### config.mk
export PLATFORM = sky130hd
export DESIGN_NAME = usb2_ep0_xfer
export DESIGN_NICKNAME = d
export VERILOG_FILES = /design/src/rtl/usb2_ep0_xfer.sv
export SDC_FILE = /design/constraint.sdc
export NUM_CORES = 1
export LEC_CHECK = 0
export ABC_AREA = 1
export CAP_MARGIN = 5
export CORE_UTILIZATION = 50
export DETAILED_ROUTE_END_ITERATION = 12
export PLACE_DENSITY = 0.7
export SLEW_MARGIN = 15
export SYNTH_ARGS = -nofsm -noshare
export SYNTH_HDL_FRONTEND = slang
export SYNTH_SLANG_ARGS = --single-unit
### constraint.sdc
create_clock -name phy_clk -period 2.7 [get_ports phy_clk]
set_input_delay 0.27 -clock phy_clk [delete_from_list [all_inputs] [get_ports phy_clk]]
set_output_delay 0.27 -clock phy_clk [all_outputs]
set_load 0.1 [all_outputs]
### src/rtl/usb2_ep0_xfer.sv
// usb2_ep0_xfer: protocol-side transfer engine for endpoint 0.
// Receives SETUP/OUT data into the EP0 setup buffer, streams the prepared
// IN response out of the EP0 response buffer, and generates handshakes.
module usb2_ep0_xfer #(
   parameter int unsigned MAX_PKT    = 64,
   parameter int unsigned RD_LAT     = 2,
   parameter int unsigned HS_TIMEOUT = 1023
) (
   input  logic       phy_clk,
   input  logic       reset,
   input  logic [6:0] dev_addr,
   input  logic       rx_pid_valid,
   input  logic [3:0] rx_pid,
   input  logic [6:0] rx_addr,
   input  logic [3:0] rx_endp,
   input  logic [7:0] rx_data,
   input  logic       rx_data_valid,
   input  logic       rx_data_done,
   input  logic       rx_data_err,
   output logic       tx_req,
   output logic [3:0] tx_pid,
   output logic [7:0] tx_data,
   output logic       tx_data_valid,
   input  logic       tx_data_ready,
   output logic       tx_last,
   input  logic       tx_done,
   output logic [8:0] buf_in_addr,
   output logic [7:0] buf_in_data,
   output logic       buf_in_wren,
   input  logic       buf_in_ready,
   output logic       buf_in_commit,
   output logic [9:0] buf_in_commit_len,
   input  logic       buf_in_commit_ack,
   output logic [8:0] buf_out_addr,
   input  logic [7:0] buf_out_q,
   input  logic [9:0] buf_out_len,
   input  logic       buf_out_hasdata,
   output logic       buf_out_arm,
   input  logic       buf_out_arm_ack
);

   localparam logic [3:0] PID_OUT      = 4'h1;
   localparam logic [3:0] PID_IN       = 4'h9;
   localparam logic [3:0] PID_SETUP    = 4'hD;
   localparam logic [3:0] PID_DATA0    = 4'h3;
   localparam logic [3:0] PID_DATA1    = 4'hB;
   localparam logic [3:0] PID_ACK      = 4'h2;
   localparam logic [3:0] PID_NAK      = 4'hA;
   localparam logic [3:0] PID_STALL    = 4'hE;
   localparam logic [3:0] PID_TX_DATA1 = 4'h4;

   localparam logic [9:0]  MAX_LEN = 10'(MAX_PKT);
   localparam logic [15:0] TO_LIM  = 16'(HS_TIMEOUT);
   // One extra stage so capture happens on the cycle after buf_out_q settles.
   localparam int unsigned PIPE    = RD_LAT + 1;

   typedef enum logic [3:0] {
      StIdle, StSetupRx, StCommit, StSendHs, StInFill, StInSend, StInWaitHs, StArm, StOutRx
   } state_t;

   state_t      state_q;
   logic [9:0]  cnt_q;
   logic [15:0] to_cnt_q;
   logic [1:0]  hold_q;
   logic        ack_seen_q;
   logic        rdy_q;
   logic        data_seen_q;
   logic [9:0]  len_q;

   // Prefetch FIFO and read pipeline
   logic [PIPE-1:0] rd_pipe_q;
   logic [7:0]      fifo_mem [4];
   logic [1:0]      wr_ptr_q, rd_ptr_q;
   logic [2:0]      fifo_cnt_q;
   logic [9:0]      rd_addr_q, sent_cnt_q;

   logic       tok_match, pid_is_token, setup_hit, timeout, counting;
   logic       pf_run, issue, capture, pop;
   logic [3:0] inflight;

   // Token decode and prefetch control
   always_comb begin
      tok_match    = rx_pid_valid && (rx_addr == dev_addr) && (rx_endp == 4'd0);
      pid_is_token = (rx_pid[1:0] == 2'b01);
      setup_hit    = tok_match && (rx_pid == PID_SETUP);
      timeout      = (to_cnt_q >= TO_LIM);
      counting     = (state_q == StSetupRx) || (state_q == StInWaitHs) || (state_q == StOutRx);
      pf_run       = (state_q == StInFill) || (state_q == StInSend);
      inflight     = 4'($countones(rd_pipe_q));
      issue        = pf_run && (rd_addr_q < len_q) && (({1'b0, fifo_cnt_q} + inflight) < 4'd4);
      capture      = rd_pipe_q[PIPE-1];
      pop          = tx_data_valid && tx_data_ready;
   end

   // Payload outputs come straight off the FIFO head registers
   always_comb begin
      tx_data_valid = (state_q == StInSend) && (fifo_cnt_q != 3'd0);
      tx_data       = tx_data_valid ? fifo_mem[rd_ptr_q] : 8'h00;
      tx_last       = tx_data_valid && (sent_cnt_q == len_q - 10'd1);
   end

   // Transaction FSM with registered handshake/buffer outputs
   always_ff @(posedge phy_clk) begin
      if (reset) begin
         state_q           <= StIdle;
         cnt_q             <= '0;
         to_cnt_q          <= '0;
         hold_q            <= '0;
         ack_seen_q        <= 1'b0;
         rdy_q             <= 1'b0;
         data_seen_q       <= 1'b0;
         len_q             <= '0;
         tx_req            <= 1'b0;
         tx_pid            <= '0;
         buf_in_addr       <= '0;
         buf_in_data       <= '0;
         buf_in_wren       <= 1'b0;
         buf_in_commit     <= 1'b0;
         buf_in_commit_len <= '0;
         buf_out_arm       <= 1'b0;
      end else begin
         buf_in_wren <= 1'b0;
         to_cnt_q    <= counting ? to_cnt_q + 16'd1 : '0;

         unique case (state_q)
            StIdle: begin
               if (tok_match && rx_pid == PID_IN) begin
                  if (buf_out_hasdata) begin
                     state_q <= StInFill;
                     len_q   <= buf_out_len;
                  end else begin
                     state_q <= StSendHs;
                     tx_req  <= 1'b1;
                     tx_pid  <= PID_NAK;
                  end
               end else if (tok_match && rx_pid == PID_OUT) begin
                  state_q     <= StOutRx;
                  cnt_q       <= '0;
                  data_seen_q <= 1'b0;
               end
            end

            StSetupRx: begin
               if (rx_pid_valid && !pid_is_token) begin
                  if (rx_pid == PID_DATA0) begin
                     data_seen_q <= 1'b1;
                  end else begin
                     state_q  <= StIdle;
                     to_cnt_q <= '0;
                  end
               end else if (rx_data_valid && data_seen_q) begin
                  if (cnt_q != 10'h3FF) cnt_q <= cnt_q + 10'd1;
                  if (rdy_q && cnt_q < MAX_LEN) begin
                     buf_in_wren <= 1'b1;
                     buf_in_addr <= cnt_q[8:0];
                     buf_in_data <= rx_data;
                  end
               end else if (rx_data_done && data_seen_q) begin
                  to_cnt_q <= '0;
                  // Buffer was busy at token time: drop silently, never NAK a SETUP
                  if (rdy_q) begin
                     state_q           <= StCommit;
                     buf_in_commit     <= 1'b1;
                     buf_in_commit_len <= (cnt_q > MAX_LEN) ? MAX_LEN : cnt_q;
                     hold_q            <= '0;
                     ack_seen_q        <= 1'b0;
                  end else begin
                     state_q <= StIdle;
                  end
               end else if ((rx_data_err && data_seen_q) || timeout) begin
                  state_q  <= StIdle;
                  to_cnt_q <= '0;
               end
            end

            StCommit: begin
               // EP0 edge-detects commit through two flops: keep it up 3 cycles minimum
               if (hold_q != 2'd3) hold_q <= hold_q + 2'd1;
               if (buf_in_commit_ack) ack_seen_q <= 1'b1;
               if (hold_q >= 2'd2 && (ack_seen_q || buf_in_commit_ack)) begin
                  buf_in_commit     <= 1'b0;
                  buf_in_commit_len <= '0;
                  state_q           <= StSendHs;
                  tx_req            <= 1'b1;
                  tx_pid            <= PID_ACK;
               end
            end

            StSendHs: begin
               if (tx_done) begin
                  tx_req  <= 1'b0;
                  tx_pid  <= '0;
                  state_q <= StIdle;
               end
            end

            StInFill: begin
               if (fifo_cnt_q != 3'd0 || len_q == 10'd0) begin
                  tx_req  <= 1'b1;
                  tx_pid  <= PID_TX_DATA1;
                  state_q <= StInSend;
               end
            end

            StInSend: begin
               if (tx_done) begin
                  tx_req  <= 1'b0;
                  tx_pid  <= '0;
                  state_q <= StInWaitHs;
               end
            end

            StInWaitHs: begin
               if (rx_pid_valid && !pid_is_token) begin
                  to_cnt_q <= '0;
                  if (rx_pid == PID_ACK) begin
                     state_q     <= StArm;
                     buf_out_arm <= 1'b1;
                     hold_q      <= '0;
                     ack_seen_q  <= 1'b0;
                  end else begin
                     state_q <= StIdle;
                  end
               end else if (timeout) begin
                  // Response stays pending; a retried IN resends it from address 0
                  state_q  <= StIdle;
                  to_cnt_q <= '0;
               end
            end

            StArm: begin
               if (hold_q != 2'd3) hold_q <= hold_q + 2'd1;
               if (buf_out_arm_ack) ack_seen_q <= 1'b1;
               if (hold_q >= 2'd2 && (ack_seen_q || buf_out_arm_ack)) begin
                  buf_out_arm <= 1'b0;
                  state_q     <= StIdle;
               end
            end

            StOutRx: begin
               if (rx_pid_valid && (rx_pid == PID_DATA0 || rx_pid == PID_DATA1)) begin
                  data_seen_q <= 1'b1;
               end else if (rx_data_valid && data_seen_q) begin
                  if (cnt_q != 10'h3FF) cnt_q <= cnt_q + 10'd1;
               end else if (rx_data_done && data_seen_q) begin
                  // Only the two CRC bytes present means a zero-length status packet
                  state_q  <= StSendHs;
                  tx_req   <= 1'b1;
                  tx_pid   <= (cnt_q <= 10'd2) ? PID_ACK : PID_STALL;
                  to_cnt_q <= '0;
               end else if ((rx_data_err && data_seen_q) || timeout) begin
                  state_q  <= StIdle;
                  to_cnt_q <= '0;
               end
            end

            default: state_q <= StIdle;
         endcase

         // A fresh SETUP aborts anything except an in-progress commit or arm
         if (setup_hit && state_q != StCommit && state_q != StArm) begin
            state_q     <= StSetupRx;
            cnt_q       <= '0;
            rdy_q       <= buf_in_ready;
            data_seen_q <= 1'b0;
            to_cnt_q    <= '0;
            tx_req      <= 1'b0;
            tx_pid      <= '0;
         end
      end
   end

   // Prefetch: issue reads RD_LAT ahead, never exceeding four buffered plus in-flight bytes
   always_ff @(posedge phy_clk) begin
      if (reset || !pf_run) begin
         rd_pipe_q    <= '0;
         wr_ptr_q     <= '0;
         rd_ptr_q     <= '0;
         fifo_cnt_q   <= '0;
         rd_addr_q    <= '0;
         sent_cnt_q   <= '0;
         buf_out_addr <= '0;
      end else begin
         rd_pipe_q <= {rd_pipe_q[PIPE-2:0], issue};
         if (issue) begin
            buf_out_addr <= rd_addr_q[8:0];
            rd_addr_q    <= rd_addr_q + 10'd1;
         end
         if (capture) wr_ptr_q <= wr_ptr_q + 2'd1;
         if (pop) begin
            rd_ptr_q   <= rd_ptr_q + 2'd1;
            sent_cnt_q <= sent_cnt_q + 10'd1;
         end
         case ({capture, pop})
            2'b10:   fifo_cnt_q <= fifo_cnt_q + 3'd1;
            2'b01:   fifo_cnt_q <= fifo_cnt_q - 3'd1;
            default: fifo_cnt_q <= fifo_cnt_q;
         endcase
      end
   end

   // FIFO storage needs no reset; head is masked while empty
   always_ff @(posedge phy_clk) begin
      if (capture) fifo_mem[wr_ptr_q] <= buf_out_q;
   end

endmodule

==> impl_metrics.env <==
export IMPL_placementRows=45
export IMPL_ys_seq_area_frac=0.437
export IMPL_final_cell_mix="nand2_1 (182), nor2_1 (177), dfxtp_1 (118)"
export IMPL_drcViolationCount=0
export IMPL_critPathCaptureType="output port"
export IMPL_cp_max_fo=4
export IMPL_finClkSkew_ns=0.0104
export IMPL_layout_commonest_cell="nand2_1"
export IMPL_power_leakage_nw=3.86
export IMPL_endpoint="tx_last"
export IMPL_clk_latency_ns=0.43
export IMPL_cts_buffers_inserted=17
export IMPL_diodes=0
export IMPL_antenna_found_initial=1
export IMPL_dr_total_vias=6885
export IMPL_synth_cell_types=49
export IMPL_clockBufferDepth=2
export IMPL_synthesis_area_um2=7700
export IMPL_rrSetupSlack_ns=0.42
export IMPL_synthCells=1020
export IMPL_viasPerCell=5.16
export IMPL_placed_cells=1303
export IMPL_post_place_ws_ns=0.324
export IMPL_final_cells=1335
export IMPL_tightestPinTransition_ns=0.769
export IMPL_grt_start_max_net_pins=24
export IMPL_hold_violations=0
export IMPL_cp_startpoint="len_q[0]"
export IMPL_die_y_um=126
export IMPL_fmax_mhz=389
export IMPL_wire_per_inst_um=13.4
export IMPL_period_share=0.953
export IMPL_hpwl_um=13400
export IMPL_worstHoldPathCells=3
export IMPL_multiInputGateArea_um2=3760
export IMPL_ir_drop_mv=0.419
export IMPL_r2r_start="state_q[1]"
export IMPL_ys_seq_elements=152
export IMPL_die_w_um=126
export IMPL_place_congestion=0.927
export IMPL_synth_edf_count=32
export IMPL_cts_tree="yes"
export IMPL_crit_arrival_ns=2.30
export IMPL_max_cap_violations=0
export IMPL_critPathRequiredTime_ns=2.43
export IMPL_clk_pin_slew_ns=0.06
export IMPL_drive_above_1_share=0.120
export IMPL_synthFlopType="dfxtp_1"
export IMPL_ctsRootBufferMaster="clkbuf_16"
export IMPL_nFillCells=1298
export IMPL_slew_violations=0
export IMPL_setup_ws_ns=0.127
export IMPL_drtIter0Drc=317
export IMPL_status="finished, final reports clean"
export IMPL_finish_net_count=1219
export IMPL_critical_path_class="reg -> out"
export IMPL_drt_wl_total_um=17900
export IMPL_r2r_cells=12
export IMPL_grt_pass1_vias=6415
export IMPL_track_usage=0.238
export IMPL_synthArstFlopShare=0
export IMPL_grt_pass1_wl_um=30500
export IMPL_max_slew_margin=0.487
export IMPL_ant_nets=0
export IMPL_htreeDepth=4
export IMPL_ios=114
export IMPL_yosysWarnings=0
export IMPL_fin_crit_ns=2.57
export IMPL_core_um2=15100
export IMPL_setup_violations=0
export IMPL_final_cell_area_um2=9660
export IMPL_reg2reg_to="fifo_cnt_q[2]"
export IMPL_area_delta_synth_final_pct=25.4
export IMPL_start_util=0.509
export IMPL_placed_cell_area_um2=9000
export IMPL_cp_start_kind="flop"
export IMPL_syn_avg_cell_area_um2=7.55
export IMPL_drtPass1Iterations=5
export IMPL_io_buffers=112
export IMPL_clock_sinks=152
export IMPL_rsz0062_at_grt="false"
export IMPL_regArea_um2=3370
export IMPL_dieArea_um2=15900
export IMPL_pwr_density_cell_nw_per_um2=519
export IMPL_worstHoldPathType="in -> reg"
export IMPL_syn_nets=1105
export IMPL_grt_ovfl_total=0
## critical path, stage by stage (launching register included)
cell and delay [ns]:
dfxtp_2 0.35, inv_1 0.11, ha_2 0.22, nand3_1 0.13
nor2_2 0.14, xor2_1 0.20, xor2_1 0.08, or2_2 0.33
nor2_4 0.14, buf_12 0.18
## timing repair
| action | 4_1_cts | 5_1_grt |
|---|---|---|
| resized for setup | 2 | 6 |
| setup endpoints to repair | 1 | 1 |
| hold buffers | 0 | 0 |
| setup buffers | 0 | 0 |
| pin swaps | 0 | 2 |
| cloned | 0 | 0 |
## flip-flops by register name, summed over array words and instances, names as in the netlist, 4 cells and up, named ones only
register	cells
rd_addr_q	10
buf_in_addr	9
state_q	4
cnt_q	10
sent_cnt_q	10
fifo_mem	32
buf_in_commit_len	10
len_q	10
buf_out_addr	9
to_cnt_q	16
buf_in_data	8
## area by class of cell
| type | count | area share |
|---|---|---|
| multi-input cells | 718 | 0.389 |
| repair buffers | 126 | 0.126 |
| clock inverters | 14 | 0.0190 |
| clock buffers | 18 | 0.0466 |
| well taps | 188 | 0.0243 |
| inverters | 119 | 0.0465 |
| flip-flops and latches | 152 | 0.348 |
## kinds of logic (layout without fill, tap and decap cells)
family,after synthesis,after routing,share of synthesized area
XOR/XNOR,42,42,0.0477
AND/OR/NAND/NOR,483,483,0.276
AO/OA/AOI/OAI,167,167,0.118
other,1,1,0.000487
adder cells (fa/ha/maj),25,25,0.0425
buffers and inverters,150,277,0.0791
flip-flops,152,152,0.437
## Yosys cell counts, drive strengths merged, types with 2 or more instances
| cell type | number | area (um2) |
|---|---|---|
| nand3 | 44 | 233 |
| nor2 | 188 | 758 |
| nand2 | 185 | 707 |
| dfxtp | 120 | 2400 |
| nor3 | 21 | 120 |
| buf | 12 | 88.8 |
| a21oi | 80 | 400 |
| o211ai | 2 | 28.8 |
| nand4 | 28 | 196 |
| a211oi | 10 | 75.1 |
| nand3b | 2 | 15.0 |
| ha | 23 | 288 |
| xor2 | 32 | 280 |
| and3 | 2 | 12.5 |
| or2 | 7 | 43.8 |
| o2111ai | 3 | 26.3 |
| clkbuf | 19 | 71.3 |
| a31oi | 2 | 12.5 |
| fa | 2 | 40.0 |
| edfxtp | 32 | 961 |
| inv | 118 | 445 |
| nor4 | 4 | 25.0 |
| xnor2 | 10 | 87.6 |
| o21ai | 65 | 325 |
## metal layers
metal,global-route usage,wire [um],vias up
met2,0.376,7990,178
met5,0,11,-
met4,0.0943,418,2
li1,-,-,3559
met1,0.310,8360,3103
met3,0.0637,1110,43
## worst min-delay path by stage
stage	start	to
floorplan	buf_out_q[0]	fifo_mem[0][0]
global placement	to_cnt_q[0]	to_cnt_q[0]
detailed placement	buf_in_addr[8]	buf_in_addr[8]
CTS	rx_data[1]	buf_in_data[1]
global route	rx_data[4]	buf_in_data[4]
finish	rx_data[2]	buf_in_data[2]
## report_power, final
part           switching [mW]  internal [mW]  leakage [nW]
clock                   0.993           1.53         0.310
combinational          0.0740         0.0934          2.29
sequential          0.0000455           2.32          1.25
total                    1.07           3.94          3.86
## through the flow
step / hold slack (ns) / total power [mW] / TNS (ns) / util
final: 0.425 / 5.01 / 0 / 0.638
after global routing: 0.435 / 5.16 / 0 / 0.638
after CTS: 0.410 / 5.05 / 0 / 0.637
after detailed placement: 0.436 / 2.53 / 0 / 0.594
after global placement: 0.428 / 2.53 / 0 / 0.594
after floorplan: 0.369 / 2.42 / -0.708 / -
(Power assumes the default switching activity.)
